--- src/rtl/sync_mux_arbiter_pkg.sv ---
// sync_mux_arbiter_pkg
// Shared definitions for the sync_mux_arbiter slice:
//   - arb_state_e : FSM state encoding (IDLE, HOLD, SETTLE, RELEASE)
//   - clog2       : ceiling log2, never smaller than 1 so vectors stay legal
//   - max2        : larger of two integers, used to size the phase counter
package sync_mux_arbiter_pkg;

  typedef enum logic [1:0] {
    ST_IDLE    = 2'd0,
    ST_HOLD    = 2'd1,
    ST_SETTLE  = 2'd2,
    ST_RELEASE = 2'd3
  } arb_state_e;

  function automatic int clog2(input int value);
    int r;
    r = 0;
    while ((1 << r) < value) r++;
    return (r < 1) ? 1 : r;
  endfunction

  function automatic int max2(input int a, input int b);
    return (a > b) ? a : b;
  endfunction

endpackage

--- src/rtl/sync_mux_rr_pick.sv ---
// sync_mux_rr_pick
// Purely combinational round-robin picker. The search starts at last+1 and
// wraps from requesters-1 back to 0, so the previous winner has the lowest
// priority.
// Ports:
//   req    [requesters-1:0] in  request vector
//   last   [gw-1:0]         in  index of the previous winner
//   winner [gw-1:0]         out chosen index (meaningful only when any=1)
//   any                     out at least one request is set
module sync_mux_rr_pick #(
  parameter int requesters = 4,
  parameter int gw         = 2
) (
  input  logic [requesters-1:0] req,
  input  logic [gw-1:0]         last,
  output logic [gw-1:0]         winner,
  output logic                  any
);

  int          pos;
  logic [gw-1:0] idx;

  // Walk from the farthest candidate to the nearest one; the last hit
  // (the nearest after 'last') overwrites earlier ones and wins.
  always_comb begin
    winner = last;
    any    = |req;
    pos    = 0;
    idx    = '0;
    for (int k = requesters; k >= 1; k--) begin
      pos = int'(last) + k;
      if (pos >= requesters) pos = pos - requesters;
      idx = gw'(pos);
      if (req[idx]) winner = idx;
    end
  end

endmodule

--- src/rtl/sync_mux_arbiter.sv ---
// sync_mux_arbiter
// Round-robin arbiter feeding a mux-style clock-domain-crossing synchronizer.
// A winning word is registered onto mux_din and announced with mux_din_valid
// for 'hold' cycles; the data then stays stable for 'settle' more cycles so
// the destination can capture it safely.
//
// Handshake: a requester presents req_valid with its word on req_data; the
// word is taken in the single IDLE cycle in which req_ready for that
// requester is high (combinational, one-hot). Nothing is queued: a request
// that is not accepted must still be asserted when the block returns to IDLE.
//
// Optional feature: macro SYNC_MUX_ARB_ACK_EN adds port mux_ack, a
// stages-deep synchronizer producing ack_s, and a RELEASE state (HOLD waits
// for ack_s=1, RELEASE waits for ack_s=0 before SETTLE).
//
// Ports:
//   clock          in   sole clock, rising edge
//   reset_n        in   asynchronous active-low reset
//   req_valid      in   [requesters]        per-requester request
//   req_data       in   [requesters*width]  word i at [i*width +: width]
//   req_ready      out  [requesters]        one-hot accept pulse
//   mux_din        out  [width]             registered data to the synchronizer
//   mux_din_valid  out                      registered valid to the synchronizer
//   grant          out  [clog2(requesters)] last accepted requester
//   busy           out                      state is not IDLE
//   mux_ack        in                       destination ack (ACK_EN builds only)
module sync_mux_arbiter
  import sync_mux_arbiter_pkg::*;
#(
  parameter int width      = 32,
  parameter int requesters = 4,
  parameter int stages     = 2,
  parameter int hold       = 4,
  parameter int settle     = 3
) (
  input  logic                          clock,
  input  logic                          reset_n,
  input  logic [requesters-1:0]         req_valid,
  input  logic [requesters*width-1:0]   req_data,
  output logic [requesters-1:0]         req_ready,
  output logic [width-1:0]              mux_din,
  output logic                          mux_din_valid,
  output logic [clog2(requesters)-1:0]  grant,
  output logic                          busy
`ifdef SYNC_MUX_ARB_ACK_EN
  ,input  logic                         mux_ack
`endif
);

  localparam int GW = clog2(requesters);
  localparam int CW = clog2(max2(hold, settle) + 1);

  arb_state_e    state, state_next;
  logic [CW-1:0] cnt, cnt_next;
  logic [GW-1:0] winner;
  logic          any_req;
  logic          accept;
  logic [width-1:0] sel_word;

  sync_mux_rr_pick #(
    .requesters (requesters),
    .gw         (GW)
  ) u_pick (
    .req    (req_valid),
    .last   (grant),
    .winner (winner),
    .any    (any_req)
  );

  always_comb sel_word = req_data[winner*width +: width];

`ifdef SYNC_MUX_ARB_ACK_EN
  logic [stages-1:0] ack_sync;
  logic              ack_s;

  always_ff @(posedge clock or negedge reset_n) begin
    if (!reset_n) ack_sync <= '0;
    else          ack_sync <= {ack_sync[stages-2:0], mux_ack};
  end

  assign ack_s = ack_sync[stages-1];
`endif

  // Next-state logic. The counter is loaded on entry to a timed state and
  // counts down to 0, where it rests until the state is left.
  always_comb begin
    state_next = state;
    cnt_next   = cnt;
    accept     = 1'b0;
    req_ready  = '0;
    case (state)
      ST_IDLE: begin
        if (any_req) begin
          accept            = 1'b1;
          req_ready[winner] = 1'b1;
          state_next        = ST_HOLD;
          cnt_next          = CW'(hold - 1);
        end
      end
      ST_HOLD: begin
        if (cnt != '0) begin
          cnt_next = cnt - 1'b1;
        end
`ifdef SYNC_MUX_ARB_ACK_EN
        else if (ack_s) begin
          state_next = ST_RELEASE;
        end
`else
        else begin
          state_next = ST_SETTLE;
          cnt_next   = CW'(settle - 1);
        end
`endif
      end
`ifdef SYNC_MUX_ARB_ACK_EN
      ST_RELEASE: begin
        if (!ack_s) begin
          state_next = ST_SETTLE;
          cnt_next   = CW'(settle - 1);
        end
      end
`endif
      ST_SETTLE: begin
        if (cnt != '0) cnt_next = cnt - 1'b1;
        else           state_next = ST_IDLE;
      end
      default: begin
        state_next = ST_IDLE;
        cnt_next   = '0;
      end
    endcase
  end

  always_ff @(posedge clock or negedge reset_n) begin
    if (!reset_n) begin
      state         <= ST_IDLE;
      cnt           <= '0;
      mux_din       <= '0;
      mux_din_valid <= 1'b0;
      grant         <= GW'(requesters - 1);
    end else begin
      state         <= state_next;
      cnt           <= cnt_next;
      // Valid is high exactly while the registered state is HOLD.
      mux_din_valid <= (state_next == ST_HOLD);
      if (accept) begin
        mux_din <= sel_word;
        grant   <= winner;
      end
    end
  end

  assign busy = (state != ST_IDLE);

endmodule

--- config.mk ---
export PLATFORM = sky130hd
export DESIGN_NAME = sync_mux_arbiter
export DESIGN_NICKNAME = d
export VERILOG_FILES = /design/src/rtl/sync_mux_arbiter_pkg.sv /design/src/rtl/sync_mux_rr_pick.sv /design/src/rtl/sync_mux_arbiter.sv
export SDC_FILE = /design/constraint.sdc
export NUM_CORES = 1
export LEC_CHECK = 0
export CAP_MARGIN = 0
export CELL_PAD_IN_SITES_DETAIL_PLACEMENT = 0
export CELL_PAD_IN_SITES_GLOBAL_PLACEMENT = 2
export CORE_MARGIN = 4
export CORE_UTILIZATION = 22
export CTS_CLUSTER_DIAMETER = 40
export CTS_CLUSTER_SIZE = 28
export DETAILED_ROUTE_END_ITERATION = 12
export PLACE_DENSITY_LB_ADDON = 0.2
export SETUP_SLACK_MARGIN = 0.4
export SYNTH_ARGS = -nofsm -noshare
export SYNTH_HDL_FRONTEND = slang
export SYNTH_HIERARCHICAL = 1
export SYNTH_SLANG_ARGS = --single-unit
--- constraint.sdc ---
create_clock -name clock -period 3.34 [get_ports clock]
set_input_delay 0.668 -clock clock [delete_from_list [all_inputs] [get_ports clock]]
set_output_delay 0.668 -clock clock [all_outputs]
set_load 0.05 [all_outputs]
==> impl_metrics.toml <==
[outcome]
status = "finished clean"

[final_layout]
nets = 544
n_antenna_cell = 0
area_delta_synth_final_pct = 73.89
postLayoutCellArea_sq_um = 4700
final_util = 0.3913
drive_gt1_frac = 0.1422
nFillCells = 1194

[place]
pre_cts_ws_ns = 0.5463
place.gp.congestion = 0.6694
dp_hpwl_mm = 6.887
port_buffers = 173
place_area_sq_um = 4566

[sta]
grt_setup_unrepaired = "false"
slew_viol_final = 0
fin_worst_skew_ns = 0.004494
fmax_mhz = 353.5
period_share = 0.8469
tightest_slew_ns = 1.002
hold_viol_final = 0
setup_slack_ns = 0.5113
relSlewSlack = 0.3322
setup_tns_ns = 0
fin_crit_ns = 2.829
setup_viol = 0

[grt]
grt_max_degree = 59
use_met3 = 0.04511
antenna_found_initial = 0
grt_pass1_wl_mm = 15.03
grt-busiest-layer = "met2"
grt-ovfl-total = 0
grt_use_total = 0.1315
grtUsageMet1 = 0.1679
grt_pass1_vias = 2794
use_met2 = 0.2220

[clock_tree]
ctsResizeCount = 0
cts_root_buf = "clkbuf_16"
post-cts-setup-buffers = 0
htreeDepth = 2
cts_tree = "done"
cts-buffers-inserted = 5
clk_pin_slew_ns = 0.06
cts_hold_buffers = 0
clk_latency_ns = 0.28
cts_buffer_depth = 2
cts_sinks = 40

[setup_path]
reg2reg_depth = 5
crit_type = "primary input to output pin"
cp.required_ns = 2.67
critical_path_arrival_ns = 2.16
cp-end-kind = "output pin"
ff2ff_setup_slack_ns = 1.24
slowest_stage = "clkdlybuf4s50_1"
r2r-end = "mux_din[31]"
rr_startpoint = "grant[1]"
critPathCapture = "req_ready[3]"
cp_top_family = "buffers and inverters"
crit_buf_inv = 3
worst-path-max-fanout = 5
worst-path-stages = 7
startpoint_type = "primary input"
cp_cell_sequence = "clkdlybuf4s50_1 > a21oi_1 > a31oi_1 > a21oi_4 > inv_1 > nor2_1 > buf_12"
startpoint = "req_valid[0]"
critPathMaxStageDelay_ns = 0.45

[pwr]
power.density_nw_per_um2 = 945.5
p_clk_frac = 0.103
switching_share = 0.4953
p_seq_frac = 0.208
power.leakage_nw = 1.973
p_sw_mw = 2.201
intPower_mw = 2.243
share_comb_of_total_power = 0.689
vdd_ir_drop_max_uv = 434.5

[route]
wl_mm = 9.335
drt_pre_antenna_iters = 3
initialDrtViolationCount = 68
viasPerCell = 4.477
drc = 0
avgRoutedWirePerCell_um = 16.82
vias = 2485
postRouteAntennaNets = 0

[floorplan]
start_util = 0.2250
dieArea_sq_um = 14120
floorplan.rows = 40
chipWidth_um = 118.8
ioPinCount = 174
coreArea_sq_um = 12010
die_height_um = 118.8

[worst_hold_path]
holdCritStartpoint = "mux_din[3]"
hold_path_depth = 2
holdCritPathClass = "flop to flop"

[logic_synthesis]
synth_nets = 379
ys_ff_latch = 40
yosys_warnings = 6
yosysSeqAreaShare = 0.3713
yosysUniqueCellTypes = 31
avgSynthCellArea_sq_um = 11.12
syn_inst = 243
syn_area_sq_um = 2703

[run]
drv_cap = 0
[cells by family after synthesis]
logic type	after synthesis	synth area share
AO/OA/AOI/OAI	43	0.1903
flip-flops	40	0.3713
XOR/XNOR	1	0.003241
multiplexers	67	0.2481
buffers and inverters	25	0.06435
adder cells (fa/ha/maj)	2	0.009258
AND/OR/NAND/NOR	65	0.1134
[placed cells by master, fill, tap and decap left out, types with 2 or more instances in the layout]
cell type,n
clkdlybuf4s50_1,168
mux2i_1,67
dfrtp_1,38
nand2_1,37
o221ai_2,25
nor2_1,7
nand2_2,7
o221ai_1,7
nand2b_1,5
clkbuf_16,5
buf_12,5
buf_4,5
inv_1,4
nor3_1,3
o21ai_0,2
ha_1,2
dfstp_2,2
[registers in the layout, summed over array words and instances, names as in the netlist]
name and cells:
cnt 3, grant 2, mux_din 32, mux_din_valid 1, state 2
[cell usage after synthesis]
cell       n  area share
nor2_1     7      0.0097
a21oi_1    2      0.0037
xnor2_1    1      0.0032
buf_6      7       0.029
nand3b_1   1      0.0028
o32ai_1    1      0.0032
nand2_2    7       0.016
mux2i_1   67        0.25
dfstp_2    2       0.019
a32oi_1    1      0.0032
nor3b_2    1      0.0046
nor4bb_1   1      0.0037
ha_1       2      0.0093
nor3_1     3      0.0056
nand2_1   37       0.051
or2_2      1      0.0023
o221ai_1   7       0.023
inv_1      4      0.0056
o21ai_0    2      0.0037
clkbuf_4   1      0.0028
nand2b_1   6       0.014
a221oi_1   1      0.0032
a31o_2     1      0.0032
o21ai_2    1      0.0032
or3b_1     1      0.0032
o221ai_2  25        0.14
buf_2     10       0.019
dfrtp_1   38        0.35
a21o_1     1      0.0028
a31oi_1    1      0.0023
buf_4      3      0.0083
[metrics by stage]
step / hold WS (ns) / power (mW) / instances
final: 0.4825 / 4.443 / 555
after detailed placement: 0.4722 / 4.053 / 548
after floorplan: 0.3724 / 3.119 / 243
after CTS: 0.4877 / 4.538 / 555
after global placement: 0.4679 / 4.032 / 548
after global routing: 0.5044 / 4.738 / 555
[power by group through the flow]
stage               clock, mW  combinational [mW]  sequential, mW
finish                  0.459                3.06           0.923
floorplan                   0                1.52            1.60
detailed placement          0                3.12           0.932
global route            0.495                3.28           0.962
global placement            0                3.11           0.925
CTS                     0.481                3.13           0.929
[cell type report]
| class | count | area, sq um | area share |
|---|---|---|---|
| timing repair buffer | 179 | 1824 | 0.3882 |
| sequential | 40 | 1003 | 0.2135 |
| clock inverter | 1 | 5.005 | 0.001065 |
| tap | 147 | 183.9 | 0.03914 |
| clock buffer | 6 | 128.9 | 0.02742 |
| inverter | 4 | 15.01 | 0.003195 |
| multi-input combinational | 178 | 1539 | 0.3275 |
[metal layers]
metal / part of all wire / vias up
li1: - / 1231
met5: 0 / -
met1: 0.44 / 1156
met2: 0.49 / 98
met4: 0 / 0
met3: 0.077 / 0
[worst min path at each step]
stage | endpoint
final | mux_din[3]
after CTS | mux_din[3]
after floorplan | cnt[0]
after global routing | mux_din[17]
after global placement | mux_din[10]
after detailed placement | mux_din[3]
[worst reg2reg max path: stages, from the launching register on]
cell	delay (ns)
dfstp_2	0.61
a31oi_1	0.16
a21oi_4	0.26
buf_12	0.38
mux2i_1	0.41
o221ai_2	0.14
No activity file was read; power rests on OpenSTA's default activity.
